## src/rtl/calc_stream_engine_if.sv

```systemverilog
// Memory-side bus of the stream engine: one read port with one-cycle latency and one write port.
interface calc_stream_engine_if #(
  parameter int ADDR_W = 9,
  parameter int DATA_W = 32,
  parameter int PACK   = 2
);
  logic                   read_o;
  logic [ADDR_W-1:0]      r_addr_o;
  logic [PACK*DATA_W-1:0] r_data_i;
  logic                   write_o;
  logic [ADDR_W-1:0]      w_addr_o;
  logic [PACK*DATA_W-1:0] w_data_o;

  modport master (
    output read_o, r_addr_o, write_o, w_addr_o, w_data_o,
    input  r_data_i
  );

  modport slave (
    input  read_o, r_addr_o, write_o, w_addr_o, w_data_o,
    output r_data_i
  );
endinterface

```

## src/rtl/calc_stream_engine.sv

```systemverilog
// Streams operand pairs from memory, combines each pair (add/sub/saturating add),
// and packs PACK results per word into a circular write window.
module calc_stream_engine #(
  parameter int ADDR_W = 9,
  parameter int DATA_W = 32,
  parameter int PACK   = 2
) (
  input  logic              clk_i,
  input  logic              rst_i,
  input  logic              start_i,
  input  logic [1:0]        mode_i,
  input  logic [ADDR_W-1:0] read_start_addr,
  input  logic [ADDR_W-1:0] read_end_addr,
  input  logic [ADDR_W-1:0] write_start_addr,
  input  logic [ADDR_W-1:0] write_end_addr,
  calc_stream_engine_if.master bus,
  output logic              busy_o,
  output logic              done_o,
  output logic              err_o,
  output logic              wrap_o,
  output logic              ovf_o
);
  localparam int MEM_W = PACK * DATA_W;
  localparam int LW    = $clog2(PACK + 1);
  localparam logic [LW-1:0] LAST_LANE = LW'(PACK - 1);

  localparam logic [2:0] S_IDLE  = 3'd0;
  localparam logic [2:0] S_READ  = 3'd1;
  localparam logic [2:0] S_ACC   = 3'd2;
  localparam logic [2:0] S_WRITE = 3'd3;
  localparam logic [2:0] S_DONE  = 3'd4;

  logic [2:0]        state;
  logic [ADDR_W-1:0] r_ptr;
  logic [ADDR_W-1:0] w_ptr;
  logic [ADDR_W-1:0] rd_end;
  logic [ADDR_W-1:0] wr_start;
  logic [ADDR_W-1:0] wr_end;
  logic [1:0]        mode_q;
  logic [LW-1:0]     lane;
  logic [MEM_W-1:0]  buffer;
  logic              last_word;
  logic              err_q;
  logic              wrap_q;
  logic              ovf_q;

  logic [DATA_W-1:0] op_a;
  logic [DATA_W-1:0] op_b;
  logic [DATA_W:0]   sum;
  logic [DATA_W-1:0] result;
  logic              ovf_now;

  assign op_a = bus.r_data_i[MEM_W-1 -: DATA_W];
  assign op_b = bus.r_data_i[DATA_W-1:0];
  assign sum  = {1'b0, op_a} + {1'b0, op_b};

  // Carry-out of the wide sum doubles as the clamp condition for saturating add.
  always_comb begin
    result  = sum[DATA_W-1:0];
    ovf_now = sum[DATA_W];
    case (mode_q)
      2'b01: begin
        result  = op_a - op_b;
        ovf_now = (op_a < op_b);
      end
      2'b10: begin
        if (sum[DATA_W]) result = '1;
      end
      default: ;
    endcase
  end

  always_ff @(posedge clk_i) begin
    if (!rst_i) begin
      state     <= S_IDLE;
      r_ptr     <= '0;
      w_ptr     <= '0;
      rd_end    <= '0;
      wr_start  <= '0;
      wr_end    <= '0;
      mode_q    <= '0;
      lane      <= '0;
      buffer    <= '0;
      last_word <= 1'b0;
      err_q     <= 1'b0;
      wrap_q    <= 1'b0;
      ovf_q     <= 1'b0;
    end else begin
      case (state)
        S_IDLE: begin
          if (start_i) begin
            r_ptr     <= read_start_addr;
            w_ptr     <= write_start_addr;
            rd_end    <= read_end_addr;
            wr_start  <= write_start_addr;
            wr_end    <= write_end_addr;
            mode_q    <= mode_i;
            lane      <= '0;
            buffer    <= '0;
            last_word <= 1'b0;
            wrap_q    <= 1'b0;
            ovf_q     <= 1'b0;
            // Inverted ranges abort before any memory traffic.
            if ((read_end_addr < read_start_addr) || (write_end_addr < write_start_addr)) begin
              err_q <= 1'b1;
              state <= S_DONE;
            end else begin
              err_q <= 1'b0;
              state <= S_READ;
            end
          end
        end
        S_READ: state <= S_ACC;
        S_ACC: begin
          for (int k = 0; k < PACK; k++) begin
            if (lane == LW'(k)) buffer[k*DATA_W +: DATA_W] <= result;
          end
          lane      <= lane + 1'b1;
          r_ptr     <= r_ptr + 1'b1;
          ovf_q     <= ovf_q | ovf_now;
          last_word <= (r_ptr == rd_end);
          state     <= ((lane == LAST_LANE) || (r_ptr == rd_end)) ? S_WRITE : S_READ;
        end
        S_WRITE: begin
          buffer <= '0;
          lane   <= '0;
          if (w_ptr == wr_end) begin
            w_ptr  <= wr_start;
            wrap_q <= 1'b1;
          end else begin
            w_ptr <= w_ptr + 1'b1;
          end
          state <= last_word ? S_DONE : S_READ;
        end
        S_DONE:  state <= S_IDLE;
        default: state <= S_IDLE;
      endcase
    end
  end

  assign bus.read_o   = (state == S_READ);
  assign bus.r_addr_o = r_ptr;
  assign bus.write_o  = (state == S_WRITE);
  assign bus.w_addr_o = w_ptr;
  assign bus.w_data_o = buffer;

  assign busy_o = (state != S_IDLE);
  assign done_o = (state == S_DONE);
  assign err_o  = err_q;
  assign wrap_o = wrap_q;
  assign ovf_o  = ovf_q;
endmodule

```

## src/flat_wrapper.sv

```systemverilog
// flat-port wrapper written by rule: the top's interface ports become plain ports
module calc_stream_engine_flat 
#(
  parameter int ADDR_W = 9,
  parameter int DATA_W = 32,
  parameter int PACK   = 2
)
  (clk_i, rst_i, start_i, mode_i, read_start_addr, read_end_addr, write_start_addr, write_end_addr, busy_o, done_o, err_o, wrap_o, ovf_o, bus_read_o, bus_r_addr_o, bus_write_o, bus_w_addr_o, bus_w_data_o, bus_r_data_i);
  calc_stream_engine_if #(.ADDR_W(ADDR_W), .DATA_W(DATA_W), .PACK(PACK)) bus_i ();
  input  logic clk_i;
  input  logic rst_i;
  input  logic start_i;
  input  logic [1:0] mode_i;
  input  logic [ADDR_W-1:0] read_start_addr;
  input  logic [ADDR_W-1:0] read_end_addr;
  input  logic [ADDR_W-1:0] write_start_addr;
  input  logic [ADDR_W-1:0] write_end_addr;
  output logic busy_o;
  output logic done_o;
  output logic err_o;
  output logic wrap_o;
  output logic ovf_o;
  output wire logic [$bits(bus_i.read_o)-1:0] bus_read_o;
  output wire logic [$bits(bus_i.r_addr_o)-1:0] bus_r_addr_o;
  output wire logic [$bits(bus_i.write_o)-1:0] bus_write_o;
  output wire logic [$bits(bus_i.w_addr_o)-1:0] bus_w_addr_o;
  output wire logic [$bits(bus_i.w_data_o)-1:0] bus_w_data_o;
  input wire logic [$bits(bus_i.r_data_i)-1:0] bus_r_data_i;
  assign bus_read_o = bus_i.read_o;
  assign bus_r_addr_o = bus_i.r_addr_o;
  assign bus_write_o = bus_i.write_o;
  assign bus_w_addr_o = bus_i.w_addr_o;
  assign bus_w_data_o = bus_i.w_data_o;
  assign bus_i.r_data_i = bus_r_data_i;
  calc_stream_engine #(.ADDR_W(ADDR_W), .DATA_W(DATA_W), .PACK(PACK)) u_core (.clk_i(clk_i), .rst_i(rst_i), .start_i(start_i), .mode_i(mode_i), .read_start_addr(read_start_addr), .read_end_addr(read_end_addr), .write_start_addr(write_start_addr), .write_end_addr(write_end_addr), .bus(bus_i), .busy_o(busy_o), .done_o(done_o), .err_o(err_o), .wrap_o(wrap_o), .ovf_o(ovf_o));
endmodule
```

## config.mk

```make
export PLATFORM = sky130hd
export DESIGN_NAME = calc_stream_engine_flat
export DESIGN_NICKNAME = d
export VERILOG_FILES = /design/src/rtl/calc_stream_engine_if.sv /design/src/rtl/calc_stream_engine.sv /design/src/flat_wrapper.sv
export SDC_FILE = /design/constraint.sdc
export NUM_CORES = 1
export LEC_CHECK = 0
export CORE_MARGIN = 2
export CORE_UTILIZATION = 55
export DETAILED_ROUTE_END_ITERATION = 7
export PLACE_DENSITY = 0.85
export SYNTH_ARGS = -nofsm -noshare
export SYNTH_HDL_FRONTEND = slang
export SYNTH_SLANG_ARGS = --single-unit
```

## constraint.sdc

```tcl
create_clock -name clk_i -period 6.1 [get_ports clk_i]
set_input_delay 0.915 -clock clk_i [delete_from_list [all_inputs] [get_ports clk_i]]
set_output_delay 0.915 -clock clk_i [all_outputs]
set_load 0.02 [all_outputs]
```

==> results of run 1 <==
==> sequential cells by signal, indices dropped and copies added, names as in the netlist, 3 cells and up <==
register / cells
u_core.wr_start: 9
u_core.state: 3
u_core.rd_end: 9
u_core.bus.w_data_o: 64
u_core.bus.r_addr_o: 9
u_core.bus.w_addr_o: 9
u_core.wr_end: 9
==> kinds of logic after synthesis <==
logic type	after synthesis	share of synthesized area
multiplexers	1	0.00122
XOR/XNOR	41	0.0388
AND/OR/NAND/NOR	407	0.202
flip-flops	120	0.260
adder cells (fa/ha/maj)	88	0.121
AO/OA/AOI/OAI	434	0.309
buffers and inverters	164	0.0688
==> tightest hold or removal path, cell delays in order, from the launching register on <==
cell	delay, ns
dfxtp_1	0.30
nand2_1	0.05
a21oi_1	0.05
==> power breakdown <==
group	switching, mW	internal, mW	leakage, nW
Sequential	0.0281	0.809	0.975
Combinational	0.465	0.303	3.53
Clock	0.379	0.608	0.272
Total	0.872	1.72	4.77
==> cells in the mapped netlist, types with 14 or more instances <==
master | number | area (um2)
o21a_1 | 19 | 143
nand4_1 | 14 | 87.6
o211ai_1 | 15 | 113
nor3_1 | 21 | 105
ha_1 | 86 | 1080
a22o_1 | 14 | 123
xor2_1 | 22 | 193
a31oi_1 | 14 | 87.6
nand2_1 | 184 | 691
a21oi_1 | 144 | 721
xnor2_1 | 19 | 166
nand2b_1 | 18 | 113
a221oi_1 | 17 | 149
inv_1 | 90 | 338
dfxtp_1 | 120 | 2400
nand3_1 | 30 | 150
a21o_1 | 15 | 113
nor2_1 | 78 | 293
o21ai_0 | 74 | 370
clkbuf_1 | 62 | 233
==> stage by stage <==
stage | hold slack, ns | setup slack, ns
finish | 0.455 | 1.73
global route | 0.478 | 1.51
CTS | 0.457 | 1.88
detailed placement | 0.446 | 1.47
global placement | 0.436 | 1.46
floorplan | 0.433 | 2.50
==> area by class of cell <==
class | count | area (um2) | area share
well taps | 220 | 275 | 0.0233
clock buffers | 20 | 447 | 0.0378
repair buffers | 201 | 1990 | 0.169
multi-input cells | 971 | 6220 | 0.527
flip-flops and latches | 120 | 2400 | 0.204
clock inverters | 12 | 128 | 0.0108
inverters | 91 | 342 | 0.0289
==> how the worst max path moves through the flow <==
| stage | from | to | cells past startpoint |
|---|---|---|---|
| 3_3_place_gp | bus_r_data_i[18] | u_core.bus.w_data_o[8] | 14 |
| 2_1_floorplan | bus_r_data_i[32] | u_core.bus.w_data_o[62] | 13 |
| 3_5_place_dp | bus_r_data_i[18] | u_core.bus.w_data_o[8] | 14 |
| 6_report | bus_r_data_i[18] | u_core.bus.w_data_o[0] | 13 |
| 4_1_cts | bus_r_data_i[18] | u_core.bus.w_data_o[8] | 14 |
| 5_1_grt | bus_r_data_i[18] | u_core.bus.w_data_o[8] | 14 |
==> metal layers <==
layer  vias up  track usage  part of all wire
met2       561        0.540              0.46
li1       4785            -                 -
met4         0        0.131             0.035
met5         -            0                 0
met3        93       0.0788             0.097
met1      4682        0.418              0.41
==> placed cells by master (no fill, tap or decap), types with 11 or more instances in the layout <==
cell type / synthesis / routed
nor3_1: 21 / 21
o21a_1: 19 / 19
a31oi_1: 14 / 14
o21bai_1: 11 / 11
nor2b_1: 12 / 12
nand3_1: 30 / 30
clkdlybuf4s50_1: 0 / 193
nor4_1: 12 / 12
a22o_1: 14 / 14
nand4_1: 14 / 14
xor2_1: 22 / 22
ha_1: 86 / 86
o211ai_1: 15 / 15
a21oi_1: 144 / 144
a211oi_1: 12 / 12
clkbuf_16: 0 / 17
o22ai_1: 12 / 12
nor2_1: 78 / 77
o21ai_0: 74 / 74
xnor2_1: 19 / 19
dfxtp_1: 120 / 120
a221oi_1: 17 / 17
inv_1: 90 / 89
nand2b_1: 18 / 18
nand2_1: 184 / 184
a21o_1: 15 / 15
==> run_results.csv, run 1 <==
group,metric,value,unit
sta,final_hold_viol_count,0,
worst_setup_path,reg2reg_from,"u_core.mode_q[0]",
sta,min_period_over_period,0.716,
worst_setup_path,cp_cell_sequence,"clkdlybuf4s50_1 > inv_1 > ha_1 > inv_1 > o211ai_1 > a211oi_1 > o21ai_0 > a31oi_1 > nor4_4 > nor4b_2 > buf_4 > o21ai_0 > o21ai_0",
grt,grt_pass1_wl,47.6,mm
worst_setup_path,reg2reg_to,"u_core.bus.w_data_o[15]",
clock_tree,cts_buffers,17,
job,maxCapViolCount,0,
clock_tree,clk_pin_slew_worst_paths,0.05,ns
worst_setup_path,critPathTopFamily,"compound AO/OA/AOI/OAI gates",
die,initial_utilization,0.560,
clock_tree,postCtsSetupRepairBufs,0,
worst_setup_path,critPathMostFrequentCell,"o21ai_0",
route,drt_iter0_drc,1078,
min_path,worstHoldStart,"u_core.bus.w_data_o[12]",
worst_setup_path,worstPathBufferInverterCount,4,
worst_setup_path,cp_slowest_cell,"nor4b_2",
placed_design,place_area,11200,um2
clock_tree,cts_resized,0,
power,power_density,220,nW/um2
run_status,outcome,"finished clean",
placed_design,gp_congestion,1.01,
power,finalPower,2.59,mW
finish,synthToLayoutAreaGrowth,27.5,%
route,vias,10100,
route,final_antenna_net_count,0,
grt,overflow,0,
route,routed_via_density,6.19,
min_path,min_to,"u_core.bus.w_data_o[12]",
die,die_h,134,um
synth,ys_types,82,
worst_setup_path,required,6.44,ns
grt,grt_usage,0.330,
placed_design,post-place-cells,1603,
placed_design,dpl.hpwl,22.3,mm
route,drt_pass1_iterations,8,
route,route.detailed.drc,0,
sta,fmax,229,MHz
die,std_cell_rows,47,
sta,worst_pin_slew,1.15,ns
clock_tree,cts_sinks,120,
die,fp.dieW,134,um
placed_design,port_buffers,193,
synth,ys_ff_latch,120,
finish,fin_area,11800,um2
grt,grt_max_degree,66,
grt,antenna_found_initial,0,
worst_setup_path,crit_fanout,10,
worst_setup_path,slowest_delay,0.60,ns
sta,finClkSkew,0.00835,ns
finish,fillCellCount,1383,
die,io_pins,194,
worst_setup_path,crit_arrival,4.71,ns
finish,finish.utilization,0.714,
power,leakage,4.77,nW
worst_setup_path,worstSetupPathType,"in2reg",
die,coreArea,16500,um2
synth,synth-main-ff-cell,"dfxtp_1",
die,dieArea,17900,um2
sta,fin_setup_tns,0,ns
clock_tree,holdBufCountCts,0,
route,detail_route.wl_per_cell,18.3,um
synth,yosysWarnings,0,
clock_tree,h-tree-depth,4,
synth,seq_area_frac_synth,0.260,
synth,async_flop_share,0,
worst_setup_path,rrSetupSlack,2.95,ns
route,drt_wl_total,30.0,mm
clock_tree,clk_root_buffer_cell,"clkbuf_16",
sta,setup_viol,0,
synth,synth_area,9260,um2
min_path,min_delay_path_depth,2,
sta,relSlewSlack,0.230,
clock_tree,insertion_delay,0.43,ns
finish,fin_nets,1595,
clock_tree,clk_path_buf_depth,2,
clock_tree,cts_tree,"yes",
grt,grt_pass1_vias,9514,
synth,synth_nets,1448,
sta,rsz0062_at_grt,"false",
power,ir_drop,0.219,mV
synth,synth-edff-count,0,
worst_setup_path,cp-end-kind,"register",
finish,layout-drive-gt1-share,0.0473,
sta,slew_viol_final,0,
synth,avgSynthCellArea,7.37,um2
finish,antenna_cells,0,
worst_setup_path,worstSetupStartpointType,"primary input",
finish,final_cell_count_no_fill,1635,
sta,period_minus_slack,4.37,ns
min_path,hp-class,"reg2reg",
worst_setup_path,r2r_cells,7,
synth,synthCells,1255,
Note: power is estimated with default switching activity, not from simulation.
==> inputs of run 2 (changes only) <==
- CORE_UTILIZATION: 55 -> 48
- PLACE_DENSITY: 0.85 -> 0.79
- clock period: 6.1 -> 3.65 ns (I/O delays scaled with it)
==> run_results.csv, run 2 (synthesis results as in run 1) <==
group,metric,value,unit
route,drt_pass1_iterations,6,
route,drt_iter0_drc,1048,
sta,rsz0062_at_grt,"false",
min_path,hp-class,"reg2reg",
power,switching_share,0.357,
clock_tree,cts_tree,"yes",
route,route.detailed.drc,0,
placed_design,port_buffers,193,
finish,fin_nets,1724,
clock_tree,postCtsSetupRepairBufs,0,
placed_design,place_area,12300,um2
grt,grt_pass1_vias,9986,
power,leakage,5.42,nW
sta,worst_slack,0.163,ns
grt,grt_usage,0.313,
worst_setup_path,worstSetupPathType,"in2reg",
worst_setup_path,cp-end-kind,"register",
worst_setup_path,cp_cell_sequence,"clkdlybuf4s50_1 > inv_1 > ha_1 > fa_1 > and2b_1 > o2111ai_1 > a211oi_2 > o21ai_2 > o41a_4 > nand3b_1 > nand3_1 > o221a_2 > o21ai_1 > a22o_1",
die,fp.dieW,143,um
worst_setup_path,reg2reg_from,"u_core.mode_q[0]",
die,std_cell_rows,50,
clock_tree,clk_path_buf_depth,2,
clock_tree,h-tree-depth,4,
power,p_seq_frac,0.308,
placed_design,pre_cts_ws,-0.359,ns
worst_setup_path,crit_fanout,5,
clock_tree,cts_buffers,17,
clock_tree,holdBufCountCts,0,
sta,setup_viol,0,
power,pwr-share-clk,0.364,
min_path,worstHoldStart,"u_core.bus.w_data_o[7]",
grt,antenna_found_initial,0,
worst_setup_path,rrSetupSlack,0.85,ns
grt,overflow,0,
finish,final_common_cell,"clkdlybuf4s50_1",
min_path,min_to,"u_core.bus.w_data_o[7]",
worst_setup_path,worstSetupStartpointType,"primary input",
sta,period_minus_slack,3.49,ns
sta,min_period_over_period,0.955,
finish,fillCellCount,1556,
route,vias,10600,
sta,slew_viol_final,0,
route,final_antenna_net_count,0,
worst_setup_path,cp_slowest_cell,"clkdlybuf4s50_1",
route,drt_wl_total,32.0,mm
finish,largest_reg_flops,64,
min_path,min_delay_path_depth,2,
worst_setup_path,crit_arrival,3.80,ns
power,finalPower,4.54,mW
die,initial_utilization,0.491,
finish,layout_common_cells,"clkdlybuf4s50_1 (193), nand2_1 (184), a21oi_1 (143)",
placed_design,gp_congestion,1.01,
power,ir_drop,0.296,mV
worst_setup_path,required,3.96,ns
route,routed_via_density,5.86,
sta,finClkSkew,0.00900,ns
finish,finish.utilization,0.683,
worst_setup_path,r2r_cells,8,
power,pwr-share-comb,0.329,
finish,synthToLayoutAreaGrowth,39.0,%
clock_tree,cts_sinks,120,
job,maxCapViolCount,0,
die,io_pins,194,
grt,grt_max_degree,41,
sta,holdWs,0.452,ns
worst_setup_path,slowest_delay,0.48,ns
finish,antenna_cells,0,
power,power_switching,1.62,mW
clock_tree,clk_root_buffer_cell,"clkbuf_16",
grt,grt_pass1_wl,50.9,mm
power,power_density,353,nW/um2
finish,fin_area,12900,um2
placed_design,dpl.hpwl,24.9,mm
die,die_h,143,um
clock_tree,clk_pin_slew_worst_paths,0.06,ns
sta,relSlewSlack,0.456,
run_status,outcome,"finished clean",
die,dieArea,20400,um2
clock_tree,insertion_delay,0.43,ns
sta,fmax,287,MHz
worst_setup_path,reg2reg_to,"u_core.bus.w_data_o[29]",
sta,final_hold_viol_count,0,
finish,layout-drive-gt1-share,0.131,
route,detail_route.wl_per_cell,17.7,um
power,p_int,2.92,mW
sta,worst_pin_slew,0.816,ns
die,coreArea,18800,um2
run 2: stage by stage:
| step | instances | TNS (ns) |
|---|---|---|
| after detailed placement | 1772 | -6.68 |
| after CTS | 1804 | 0 |
| after global routing | 1804 | 0 |
| after floorplan | 1255 | 0 |
| final | 1804 | 0 |
| after global placement | 1772 | -3.10 |
run 2: final cells by class:
cell class	count	area [um2]	share of cell area
Clock inverter	15	150	0.0117
Sequential cell	120	2400	0.187
Clock buffer	17	425	0.0331
Inverter	91	342	0.0266
Tap cell	260	325	0.0253
Timing Repair Buffer	330	2970	0.231
Multi-Input combinational cell	971	6240	0.485
run 2: routing by layer:
layer,vias up,GRT usage,part of all wire
li1,5039,-,-
met1,4956,0.413,0.43
met2,509,0.514,0.46
met3,59,0.0647,0.090
met4,0,0.0990,0.023
met5,-,0,0
run 2: power groups by stage:
stage,clock [mW],combinational [mW],sequential [mW]
CTS,1.66,1.45,1.40
global route,1.72,1.62,1.40
global placement,0,1.42,1.42
detailed placement,0,1.44,1.43
floorplan,0,0.813,1.43
finish,1.65,1.49,1.40
run 2: critical path, delay by kind of cell:
family	cells	cell delay, ns
and+or+nand+nor	3	0.58
adders and majority gates	2	0.60
buffers and inverters	2	0.53
AOI/OAI and AO/OA	7	1.55
run 2: how the worst max path moves through the flow:
stage	from	to	cells past startpoint
5_1_grt	bus_r_data_i[5]	u_core.bus.w_data_o[29]	14
2_1_floorplan	bus_r_data_i[32]	u_core.bus.w_data_o[62]	13
4_1_cts	bus_r_data_i[32]	u_core.bus.w_data_o[28]	13
3_3_place_gp	bus_r_data_i[32]	u_core.bus.w_data_o[62]	14
6_report	bus_r_data_i[32]	u_core.bus.w_data_o[62]	14
3_5_place_dp	bus_r_data_i[32]	u_core.bus.w_data_o[28]	13
run 2: what timing repair did:
item,4_1_cts,5_1_grt
setup endpoints to repair,0,10
hold endpoints to repair,0,0
gates resized for setup,0,5
==> inputs of run 3 (changes only) <==
- CAP_MARGIN: unset -> 20
==> results of run 3 <==
The final DEF is identical to that of run 2; final timing and power are the same.
